## config.mk

```make
export PLATFORM = sky130hd
export DESIGN_NAME = trdb_packet_parser
export DESIGN_NICKNAME = d
export VERILOG_FILES = /design/src/rtl/trdb_packet_parser.sv
export SDC_FILE = /design/constraint.sdc
export NUM_CORES = 1
export LEC_CHECK = 0
export CORE_UTILIZATION = 49
export CTS_CLUSTER_DIAMETER = 30
export CTS_CLUSTER_SIZE = 25
export DETAILED_ROUTE_END_ITERATION = 8
export PLACE_DENSITY = 0.92
export REMOVE_ABC_BUFFERS = 1
export SETUP_SLACK_MARGIN = 0.15
export SLEW_MARGIN = 25
export SYNTH_ARGS = -nofsm -noshare
export SYNTH_HDL_FRONTEND = slang
export SYNTH_SLANG_ARGS = --single-unit
```

## constraint.sdc

```tcl
create_clock -name clk_i -period 3.7 [get_ports clk_i]
set_clock_uncertainty 0.05 [all_clocks]
set_input_delay 0.37 -clock clk_i [delete_from_list [all_inputs] [get_ports clk_i]]
set_output_delay 0.37 -clock clk_i [all_outputs]
set_load 0.005 [all_outputs]
```

## src/rtl/trdb_packet_parser.sv

```systemverilog
// trdb_packet_parser
// Reassembles trace packets from a byte link: one length header byte
// (bits [5:0] = payload byte count N) followed by N payload bytes, LSB first.
// The packet is held on a valid/ready interface with its format fields decoded.
//
// Optional feature: define TRDB_PARSER_CHECKSUM_EN to expect one trailing
// checksum byte (XOR of header and payload bytes) after the payload.
//
// Ports
//   clk_i, rst_ni        clock, asynchronous active-low reset
//   byte_valid_i/byte_i  incoming byte stream
//   byte_ready_o         parser accepts a byte this cycle
//   packet_valid_o       reassembled packet available
//   packet_ready_i       downstream consumes the packet
//   packet_payload_o     payload, byte 0 at [7:0], unreceived bytes zero
//   payload_length_o     payload byte count
//   format_o/subformat_o packet format fields
//   branches_o           branch count (format 1, else 0)
//   branch_map_o         branch map (format 1, else 0)
//   address_o            sign-extended address (format 2, else 0)
//   error_o              one-cycle pulse on a protocol error

module trdb_packet_parser #(
   parameter int unsigned MAX_BYTES        = 32,
   parameter int unsigned PAYLOAD_LEN      = 8 * MAX_BYTES,
   parameter int unsigned XLEN             = 32,
   parameter int unsigned BRANCH_COUNT_LEN = 5,
   parameter int unsigned BRANCH_MAP_LEN   = 31
) (
   input  logic                        clk_i,
   input  logic                        rst_ni,
   input  logic                        byte_valid_i,
   input  logic [7:0]                  byte_i,
   output logic                        byte_ready_o,
   output logic                        packet_valid_o,
   input  logic                        packet_ready_i,
   output logic [PAYLOAD_LEN-1:0]      packet_payload_o,
   output logic [$clog2(MAX_BYTES):0]  payload_length_o,
   output logic [1:0]                  format_o,
   output logic [1:0]                  subformat_o,
   output logic [BRANCH_COUNT_LEN-1:0] branches_o,
   output logic [BRANCH_MAP_LEN-1:0]   branch_map_o,
   output logic [XLEN-1:0]             address_o,
   output logic                        error_o
);

   localparam int unsigned LEN_W = $clog2(MAX_BYTES) + 1;
   localparam int unsigned IDX_W = $clog2(PAYLOAD_LEN);

   typedef enum logic [1:0] {
      S_IDLE,
      S_COLLECT,
`ifdef TRDB_PARSER_CHECKSUM_EN
      S_CHECK,
`endif
      S_OUT
   } state_e;

   state_e                 state_q;
   logic [PAYLOAD_LEN-1:0] payload_q;
   logic [LEN_W-1:0]       len_q;
   logic [LEN_W-1:0]       cnt_q;
`ifdef TRDB_PARSER_CHECKSUM_EN
   logic [7:0]             chk_q;
`endif

   logic       accept;
   logic [5:0] hdr_len;
   logic       hdr_bad;
   logic       last_byte;

   assign accept    = byte_valid_i && byte_ready_o;
   assign hdr_len   = byte_i[5:0];
   assign hdr_bad   = (hdr_len == 6'd0) || (32'(hdr_len) > MAX_BYTES);
   assign last_byte = ((cnt_q + LEN_W'(1)) == len_q);

   // Packet FSM; all control outputs are registered alongside the state.
   always_ff @(posedge clk_i or negedge rst_ni) begin
      if (!rst_ni) begin
         state_q        <= S_IDLE;
         payload_q      <= '0;
         len_q          <= '0;
         cnt_q          <= '0;
         byte_ready_o   <= 1'b1;
         packet_valid_o <= 1'b0;
         error_o        <= 1'b0;
`ifdef TRDB_PARSER_CHECKSUM_EN
         chk_q          <= '0;
`endif
      end else begin
         error_o <= 1'b0;
         case (state_q)
            S_IDLE: begin
               if (accept) begin
                  if (hdr_bad) begin
                     error_o <= 1'b1;
                  end else begin
                     payload_q <= '0;
                     len_q     <= LEN_W'(hdr_len);
                     cnt_q     <= '0;
                     state_q   <= S_COLLECT;
`ifdef TRDB_PARSER_CHECKSUM_EN
                     chk_q     <= byte_i;
`endif
                  end
               end
            end

            S_COLLECT: begin
               if (accept) begin
                  payload_q[IDX_W'({cnt_q, 3'b000}) +: 8] <= byte_i;
                  cnt_q <= cnt_q + LEN_W'(1);
`ifdef TRDB_PARSER_CHECKSUM_EN
                  chk_q <= chk_q ^ byte_i;
                  if (last_byte) begin
                     state_q <= S_CHECK;
                  end
`else
                  if (last_byte) begin
                     state_q        <= S_OUT;
                     byte_ready_o   <= 1'b0;
                     packet_valid_o <= 1'b1;
                  end
`endif
               end
            end

`ifdef TRDB_PARSER_CHECKSUM_EN
            // Trailing checksum byte: match releases the packet, mismatch drops it.
            S_CHECK: begin
               if (accept) begin
                  if (byte_i == chk_q) begin
                     state_q        <= S_OUT;
                     byte_ready_o   <= 1'b0;
                     packet_valid_o <= 1'b1;
                  end else begin
                     state_q   <= S_IDLE;
                     error_o   <= 1'b1;
                     payload_q <= '0;
                     len_q     <= '0;
                  end
               end
            end
`endif

            S_OUT: begin
               if (packet_ready_i) begin
                  state_q        <= S_IDLE;
                  byte_ready_o   <= 1'b1;
                  packet_valid_o <= 1'b0;
               end
            end

            default: begin
               state_q        <= S_IDLE;
               byte_ready_o   <= 1'b1;
               packet_valid_o <= 1'b0;
            end
         endcase
      end
   end

   assign packet_payload_o = payload_q;
   assign payload_length_o = len_q;

   // Field decode straight from the held payload; mismatched formats read 0.
   logic [1:0]      fmt;
   int unsigned     sign_pos;
   logic            sign_bit;
   logic [XLEN-1:0] addr_ext;

   assign fmt = payload_q[1:0];

   always_comb begin
      sign_pos = 32'(len_q) * 32'd8 - 32'd1;
      sign_bit = 1'b0;
      addr_ext = '0;
      if (len_q != '0) begin
         sign_bit = payload_q[IDX_W'(sign_pos)];
      end
      // Bits above the last received payload bit replicate its MSB.
      for (int unsigned i = 0; i < XLEN; i++) begin
         addr_ext[i] = ((i + 32'd2) > sign_pos) ? sign_bit : payload_q[IDX_W'(i + 32'd2)];
      end
   end

   always_comb begin
      format_o     = fmt;
      subformat_o  = '0;
      branches_o   = '0;
      branch_map_o = '0;
      address_o    = '0;
      if (fmt == 2'd3) begin
         subformat_o = payload_q[3:2];
      end
      if (fmt == 2'd1) begin
         branches_o   = payload_q[2 +: BRANCH_COUNT_LEN];
         branch_map_o = payload_q[2 + BRANCH_COUNT_LEN +: BRANCH_MAP_LEN];
      end
      if (fmt == 2'd2) begin
         address_o = addr_ext;
      end
   end

endmodule

```

==> results.md <==
- Outcome: completed
- Fill cells: 1,593
- P&R area growth vs syn: 48.6%
- Initial Util: 0.501
- Fin. Hold Viols: 0
- Main synth FF type: dfrtp_1
- Total vias in the final route: 11,600
- CP delay by family, top: buffers and inverters
- Synthesized area: 12,600 µm²
- Post-synth EDFFs: 0
- Fraction of registers with async set/reset: 1.00
- Commonest cells post-synth: dfrtp_1, nand2_1, o21ai_0
- RSZ-0062 raised after global routing: true
- H-tree Lvls: 2
- Tightest Pin Transition: 0.921 ns
- Initial DRC count: 1,035
- CP Max Fanout: 6
- Slowest Stage Delay on Critical Path: 0.44 ns
- Drt wl/cell: 23.7 µm
- DIE WIDTH: 162 µm
- Initial antenna violation count: 0
- Mux cell area share after synthesis: 0.0722
- Required @ worst endpoint: 3.28 ns
- Final setup vio count: 0
- Rows: 58
- Ant. Diodes: 0
- Via density: 6.06
- Proportion of layout cells with a drive suffix above 1: 0.168
- Seq cells post-synth: 273
- Root buf cell: clkbuf_16
- Post-Synth Simple-Gate Area: 0.126
- Compound-cell area share of the yosys netlist: 0.197
- DRC violations left: 0
- Cts bufs inserted: 49
- VDD IR max: 0.336 mV
- Placed cell area: 16,600 µm²
- Antenna-violating nets left: 0
- Largest net degree at the start of global routing: 112
- Cell Chain, Critical Path: inv_2 > ha_4 > clkbuf_2 > buf_4 > nor2b_1 > a21oi_1 > o31ai_2 > and3_1 > a311oi_4 > buf_6 > buf_4 > a21oi_1 > clkdlybuf4s50_1
- WL final: 45.5 mm
- Tot GR Track Use: 0.343
- Die area: 26,400 µm²
- CTS tree: yes
- Avg Synthesized Cell Area: 10.9 µm²
- Bufs on Longest Clock Path: 3
- Grt total ovfl: 0
- Worst Setup Start Kind: flip-flop
- Worst path slowest cell: clkdlybuf4s50_1
- WHS: 0.424 ns
- Vias in the first global route: 11,700
- Yosys cell types: 79
- Clock Sinks: 273
- Setup TNS: 0 ns
- Final Net Count: 1,565
- First-pass GRT wire length: 69.2 mm
- Area of all placed cells without fillers: 18,700 µm²
- Worst Setup Path Type: reg -> out
- Highest clock rate: 0.283 GHz
- Core area: 25,200 µm²
- Synth area leaders: dfrtp_1, o2bb2ai_1, nand2_1
- Max-capacitance violation count: 0
- Synth Area in Adders: 0.00695
- Pwr Density: 423 nW/µm²
- Clock Pin Slew Worst Setup and Hold Paths: 0.05 ns
- RePlAce Congestion: 0.909
- Multi-input logic area: 5360 µm²
- Syn Inst Count: 1,153
- Yosys top cell area share: 0.540
- Router iterations before antenna repair: 5
- Later-pin clock latency in the skew report: 0.54 ns
- Max Transition Viols Final: 0
- Min-delay worst type: in -> reg
- Critical Path AT: 3.12 ns
- I/O pin count: 349
- Final period util: 0.956
- Sequential cell area fraction in the yosys report: 0.542
- Period minus WS final: 3.54 ns
- Leakage Power: 8.45 nW
- Top cell type by total area after synthesis: dfrtp_1
- Port Buffers: 348
- Worst slew margin: 0.381
- Synth warn: 0
- Hpwl dp: 30.5 mm
- Post-Synth XOR/XNOR Area: 0.0100
- Largest family of logic cells by synthesized area: compound AO/OA/AOI/OAI gates
- Most numerous cell in the Yosys netlist: dfrtp_1
- Seq. cell area: 6830 µm²
- CP Buf/Inv Count: 6
- Die Y: 162 µm
- Worst Setup End Kind: output port
-- routing by layer --
layer / share of wire / vias to the layer above / global-route usage
met5: 0 / - / 0
met4: 0.043 / 0 / 0.149
met2: 0.48 / 702 / 0.572
met3: 0.10 / 161 / 0.0873
met1: 0.37 / 5754 / 0.420
li1: - / 4995 / -
-- path summary, 6_finish.rpt --
path | startpoint | to | slack, ns | cells past startpoint
max in group asynchronous | rst_ni | packet_payload_o[215] | 2.06 | 3
min in group asynchronous | rst_ni | packet_payload_o[173] | 0.43 | 2
setup / recovery | payload_length_o[0] | address_o[23] | 0.16 | 13
hold reg to reg | packet_payload_o[226] | packet_payload_o[226] | 0.44 | 1
hold / removal | packet_ready_i | state_q[1] | 0.42 | 4
setup reg to reg | cnt_q[1] | packet_payload_o[73] | 0.41 | 8
-- power breakdown --
part	switching (W)	internal (W)	leakage, nW
clock network	0.00162	0.00319	0.851
registers	0	0.00299	3.51
logic	0.000101	0.0000257	4.09
total	0.00172	0.00621	8.45
-- state kept, by name (all words and copies together) (netlist names) --
name and cells:
packet_payload_o 256, cnt_q 6, payload_length_o 6, state_q 2
byte_ready_o 1, error_o 1, packet_valid_o 1
-- cell usage in the layout (no fill, tap or decap), drive strengths merged, types with 7 or more instances in the layout --
cell / instances
clkinv: 11
nand4: 7
ha: 7
nor2b: 8
dfrtp: 272
nand3: 45
a21boi: 7
inv: 70
nor2: 66
clkdlybuf4s50: 322
clkbuf: 58
a21oi: 28
o22ai: 45
o21ai: 79
nor3: 9
mux2i: 26
nand2: 97
a32o: 30
a22o: 35
mux2: 49
a21o: 8
o2bb2ai: 62
clkinvlp: 7
and2: 49
buf: 70
xor2: 7
a31oi: 7
bufinv: 9
dlymetal6s2s: 21
-- cell type report --
| type | count | area share |
|---|---|---|
| clock buffers | 57 | 0.0698 |
| clock inverters | 34 | 0.0254 |
| inverters | 63 | 0.0126 |
| multi-input cells | 740 | 0.286 |
| flip-flops and latches | 273 | 0.365 |
| well taps | 330 | 0.0220 |
| repair buffers | 419 | 0.219 |
-- metrics by stage --
step / setup slack, ns / util / instances / power, W
after floorplan: -0.122 / - / 1076 / 0.00305
after global placement: 0.277 / 0.659 / 1806 / 0.00316
after detailed placement: 0.252 / 0.659 / 1806 / 0.00317
after CTS: 0.118 / 0.738 / 1906 / 0.00796
after global routing: 0.0475 / 0.744 / 1916 / 0.00813
final: 0.163 / 0.744 / 1916 / 0.00793
-- repair_timing --
item                                   in CTS  in global routing
cloned                                      3                  0
setup endpoints to repair                  26                 38
buffers inserted                            5                 10
hold buffers                                1                  0
endpoints found under the hold margin     106                  0
gates resized for setup                    38                 26
pin swaps                                   4                  2
-- kinds of logic (layout without fill, tap and decap cells) --
kind of cell | count (synthesis) | count (layout)
fa+ha+maj | 7 | 7
xor+xnor | 12 | 12
buf+inv | 140 | 573
flops | 273 | 273
mux | 77 | 77
simple gates | 315 | 315
compound gates | 329 | 329
-- worst min-delay path: stages --
cell and delay (ns):
clkdlybuf4s50_1 0.45, nor2_1 0.05, nand2_1 0.06, nand2_1 0.05
Power figures use the tool's default switching activity.
